[src/rtl/vga_timing_pkg.sv]
// rtl/vga_timing_pkg.sv - shared raster timing constants and snapshot state type
package vga_timing_pkg;

  localparam int COORD_W   = 11;
  localparam int REG_BUS_W = 176;
  localparam int REG_W     = 16;

  // 800x600@72 with a 50 MHz pixel clock
  localparam int DEF_H_VIS  = 800;
  localparam int DEF_H_FP   = 56;
  localparam int DEF_H_SYNC = 120;
  localparam int DEF_H_BP   = 64;
  localparam int DEF_V_VIS  = 600;
  localparam int DEF_V_FP   = 37;
  localparam int DEF_V_SYNC = 6;
  localparam int DEF_V_BP   = 23;

  typedef enum logic {
    LIVE = 1'b0,
    HOLD = 1'b1
  } snap_state_e;

endpackage

[src/rtl/register_snapshot.sv]
// rtl/register_snapshot.sv - per-frame register bus holding register (REG_SNAPSHOT_EN)
// Without REG_SNAPSHOT_EN the live bus passes straight through.
module register_snapshot
  import vga_timing_pkg::*;
(
  input  logic                 clk,
  input  logic                 rst,
  input  logic                 capture,
  input  logic [REG_BUS_W-1:0] registers_live,
  output logic [REG_BUS_W-1:0] registers
);

`ifdef REG_SNAPSHOT_EN
  snap_state_e          state_q;
  logic [REG_BUS_W-1:0] regs_q;

  // LIVE loads once out of reset so the first frame is not drawn from zeros
  always_ff @(posedge clk) begin
    if (rst) begin
      state_q <= LIVE;
      regs_q  <= '0;
    end else begin
      case (state_q)
        LIVE: begin
          regs_q  <= registers_live;
          state_q <= HOLD;
        end
        HOLD: begin
          if (capture) regs_q <= registers_live;
        end
      endcase
    end
  end

  assign registers = regs_q;
`else
  logic unused_ctrl;
  assign unused_ctrl = &{1'b0, clk, rst, capture};
  assign registers   = registers_live;
`endif

endmodule

[src/rtl/vga_scan_generator.sv]
// rtl/vga_scan_generator.sv - raster counters, sync decode and frame-stable register bus
// REG_SNAPSHOT_EN selects the per-frame register snapshot in register_snapshot.
module vga_scan_generator
  import vga_timing_pkg::*;
#(
  parameter int H_VIS    = DEF_H_VIS,
  parameter int H_FP     = DEF_H_FP,
  parameter int H_SYNC   = DEF_H_SYNC,
  parameter int H_BP     = DEF_H_BP,
  parameter int V_VIS    = DEF_V_VIS,
  parameter int V_FP     = DEF_V_FP,
  parameter int V_SYNC   = DEF_V_SYNC,
  parameter int V_BP     = DEF_V_BP,
  parameter bit SYNC_POL = 1'b1
) (
  input  logic                 clk,
  input  logic                 rst,
  input  logic [REG_BUS_W-1:0] registers_live,
  output logic [COORD_W-1:0]   x,
  output logic [COORD_W-1:0]   y,
  output logic                 hsync,
  output logic                 vsync,
  output logic                 active,
  output logic                 frame_start,
  output logic [REG_BUS_W-1:0] registers
);

  localparam logic [COORD_W-1:0] H_LAST = COORD_W'(H_VIS + H_FP + H_SYNC + H_BP - 1);
  localparam logic [COORD_W-1:0] V_LAST = COORD_W'(V_VIS + V_FP + V_SYNC + V_BP - 1);

  // run_q holds the counters at (0,0) for the first post-reset cycle so that
  // pixel (0,0) is presented with active/frame_start asserted
  logic               run_q, run_d;
  logic [COORD_W-1:0] hc_q, hc_d;
  logic [COORD_W-1:0] vc_q, vc_d;
  logic               line_end, frame_end;

  always_comb begin
    line_end  = (hc_q == H_LAST);
    frame_end = (vc_q == V_LAST);
    run_d     = 1'b1;
    hc_d      = hc_q;
    vc_d      = vc_q;
    if (run_q) begin
      if (line_end) begin
        hc_d = '0;
        vc_d = frame_end ? '0 : vc_q + 1'b1;
      end else begin
        hc_d = hc_q + 1'b1;
      end
    end
  end

  always_ff @(posedge clk) begin
    if (rst) begin
      run_q <= 1'b0;
      hc_q  <= '0;
      vc_q  <= '0;
    end else begin
      run_q <= run_d;
      hc_q  <= hc_d;
      vc_q  <= vc_d;
    end
  end

  logic h_vis, v_vis, h_sync_on, v_sync_on, capture;

  assign h_vis     = int'(hc_q) < H_VIS;
  assign v_vis     = int'(vc_q) < V_VIS;
  assign h_sync_on = (int'(hc_q) >= H_VIS + H_FP) && (int'(hc_q) < H_VIS + H_FP + H_SYNC);
  assign v_sync_on = (int'(vc_q) >= V_VIS + V_FP) && (int'(vc_q) < V_VIS + V_FP + V_SYNC);

  assign x           = hc_q;
  assign y           = vc_q;
  assign hsync       = (run_q && h_sync_on) ? SYNC_POL : ~SYNC_POL;
  assign vsync       = (run_q && v_sync_on) ? SYNC_POL : ~SYNC_POL;
  assign active      = run_q && h_vis && v_vis;
  assign frame_start = run_q && (hc_q == '0) && (vc_q == '0);

  // last pixel of visible video: new values land during vertical blanking
  assign capture = run_q && line_end && (int'(vc_q) == V_VIS - 1);

  register_snapshot u_register_snapshot (
    .clk            (clk),
    .rst            (rst),
    .capture        (capture),
    .registers_live (registers_live),
    .registers      (registers)
  );

endmodule

[config.mk]
export PLATFORM = sky130hd
export DESIGN_NAME = vga_scan_generator
export DESIGN_NICKNAME = d
export VERILOG_FILES = /design/src/rtl/vga_timing_pkg.sv /design/src/rtl/register_snapshot.sv /design/src/rtl/vga_scan_generator.sv
export SDC_FILE = /design/constraint.sdc
export NUM_CORES = 1
export LEC_CHECK = 0
export ABC_CLOCK_PERIOD_IN_PS = 2950
export CAP_MARGIN = 20
export CORE_AREA = 2 2 146 148
export DETAILED_ROUTE_END_ITERATION = 7
export DIE_AREA = 0 0 148 150
export RECOVER_POWER = 25
export REMOVE_ABC_BUFFERS = 1
export SLEW_MARGIN = 20
export SYNTH_ARGS = -nofsm -noshare
export SYNTH_HDL_FRONTEND = slang
export SYNTH_SLANG_ARGS = --single-unit
[constraint.sdc]
create_clock -name clk -period 2.95 [get_ports clk]
set_input_delay 0.885 -clock clk [delete_from_list [all_inputs] [get_ports clk]]
set_output_delay 0.885 -clock clk [all_outputs]
set_load 0.05 [all_outputs]
==> reports/summary.txt <==
Avg Cell Area, Syn -> 7.88 um^2
drt drc -> 0
Top Metal Used -> met5
Crit Path Max Fanout -> 9
post-route met1 wirelength -> 3280 um
top_reg_cell synth -> dfxtp_1
Async S/R FF share, synth -> 0%
Port-buffer cells -> 27
RR Startpoint -> x[0]
Total Power -> 0.694 mW
via count -> 2022
Netlist cell types -> 36
final setup vio count -> 0
Placed Cells -> 453
vias in the first global route -> 1616
area share of the leading cell type in the synthesized netlist -> 50.6%
mapped cell area -> 2610 um^2
area leader, netlist -> buf_4
Final Cycle Share -> 97.5%
Slew @ Worst Pin -> 0.868 ns
worst hold path class -> register to register
full die area -> 22200 um^2
row count -> 53
largest net degree at the start of global routing -> 13
Critical path destination -> vsync
Req. time, crit path -> 2.07 ns
Reg2Reg Depth -> 5
Core Region -> 20700 um^2
Critical Path Start -> y[5]
setup ws final -> 0.0726 ns
die width -> 148 um
outcome -> finished clean
clock sink total -> 23
Setup Slack @ Placement -> 0.301 ns
Setup TNS -> 0 ns
DRT iter0 DRCs -> 206
Max Clock Skew -> 0.00451 ns
first-pass GRT wire length -> 42000 um
Clock Path Buffers -> 2
number of synthesis warnings -> 0
Slew Limit Headroom -> 41.5%
Final Non-Filler Cells -> 457
CTS buffer count -> 3
number of antenna violations at the first check in global routing -> 0
GR Overflow Total -> 0
Worst-Skew Late Latency -> 0.27 ns
GPL Wtd Cong -> 1.24
Total GRT Usage -> 33.5%
synth top area cells -> buf_4 (51%), dfxtp_1 (18%), ha_1 (2.4%)
worst hold slack -> 0.550 ns
number of synthesized flops with an enable pin -> 0
layout cell share with drive strength beyond 1 -> 10.4%
Fin. Hold Viols -> 0
met2 WL -> 18500 um
Critical Path Source Type -> register
post-synthesis cell count -> 331
via/cell ratio -> 4.42
initial core utilization -> 12.6%
max cap viols -> 0
synth cell count leaders -> buf_4 (176), dfxtp_1 (23), nor2_1 (16)
highest clock rate -> 348 MHz
CP endpoint kind -> output port
Leakage -> 0.580 nW
CP arrival -> 1.99 ns
Clock transition at path regs -> 0.06 ns
post-synthesis sequential element count -> 23
Post-DRT Antenna Nets -> 0
PwrDens -> 344 nW/um^2
root buf cell -> clkbuf_16
register area share after synthesis -> 17.6%
hold depth -> 2
met3 WL -> 12000 um
drt wl/cell -> 84.4 um
Ant. Diodes -> 0
VDD IR-drop max -> 0.000174 V
hold buffer count at cts -> 0
r2r endpoint -> y[3]
P&R area growth vs syn -> -22.7%
min Tclk post-route -> 2.88 ns
Final Max Slew Viols -> 0
CTS tree -> done
most common cell in the synthesized netlist -> buf_4
Die H -> 150 um
DP HPWL -> 37200 um
Reg2Reg Setup Slack -> 0.72 ns
Layout Nets -> 366
CTS H-tree lvls -> 1
top-level port count -> 380
drt first pass iters -> 4
Routed WL -> 38600 um
CP Class -> register to output port
## report_power, final
part / internal (mW) / total (mW) / switching (mW)
sequential: 0.314 / 0.319 / 0.00482
combinational: 0.0253 / 0.0653 / 0.0401
clock: 0.185 / 0.310 / 0.125
total: 0.525 / 0.694 / 0.170
## flip-flops by register name, indices dropped and copies added, names as in the netlist
signal  flops
run_q       1
x          11
y          11
## cell families after synthesis
logic type	Yosys count	share of synthesized area (%)
buf+inv	193	53.7
simple gates	71	15.5
compound gates	24	5.52
flops	23	17.6
xor+xnor	12	4.03
fa+ha+maj	5	2.40
mux	3	1.15
## how the worst min path moves through the flow
stage	to	startpoint	slack (ns)
floorplan	x[1]	run_q	0.59
global placement	y[1]	y[1]	0.54
detailed placement	y[1]	y[1]	0.53
CTS	y[1]	y[1]	0.55
global route	y[1]	y[1]	0.58
finish	y[5]	y[5]	0.55
## cells in the final DEF (no fill, tap or decap), drive strengths merged, types with 2 or more instances in the layout
master	instances
a21oi	10
and3	2
and4	6
buf	9
clkbuf	4
clkdlybuf4s50	22
dfxtp	23
ha	5
inv	8
mux2i	3
nand2	6
nand3	9
nand4	9
nor2	16
nor3	7
nor3b	2
nor4	3
o21ai	6
o41ai	2
or3	6
or4	2
xnor2	6
xor2	6
## metal layers
metal	global-route usage, %	vias to the layer above
met5	15.0	-
li1	-	622
met3	50.9	112
met2	57.6	447
met4	30.7	12
met1	6.63	829
## worst max-delay path: stages (launching register included)
cell	delay, ns
dfxtp_2	0.36
or3_1	0.38
o41ai_1	0.32
nand3_1	0.11
a21oi_1	0.35
buf_12	0.19
## through the flow
stage / instance area [um^2] / util (%)
after floorplan: 1240 / -
after global placement: 1930 / 9.33
after detailed placement: 1930 / 9.33
after CTS: 2010 / 9.71
after global routing: 2020 / 9.74
final: 2020 / 9.74
## final cells by class
type | instances | area (um^2)
fill | 2418 | 18700
inverter | 8 | 30.0
multi-input combinational | 115 | 753
timing repair buffer | 32 | 348
sequential | 23 | 462
tap | 275 | 344
clock buffer | 4 | 78.8
## timing repair
action	in CTS	in global routing
gates resized for setup	0	2
hold endpoints to repair	0	0
setup endpoints to repair	0	2
setup buffers	0	0
(Power assumes the default switching activity.)
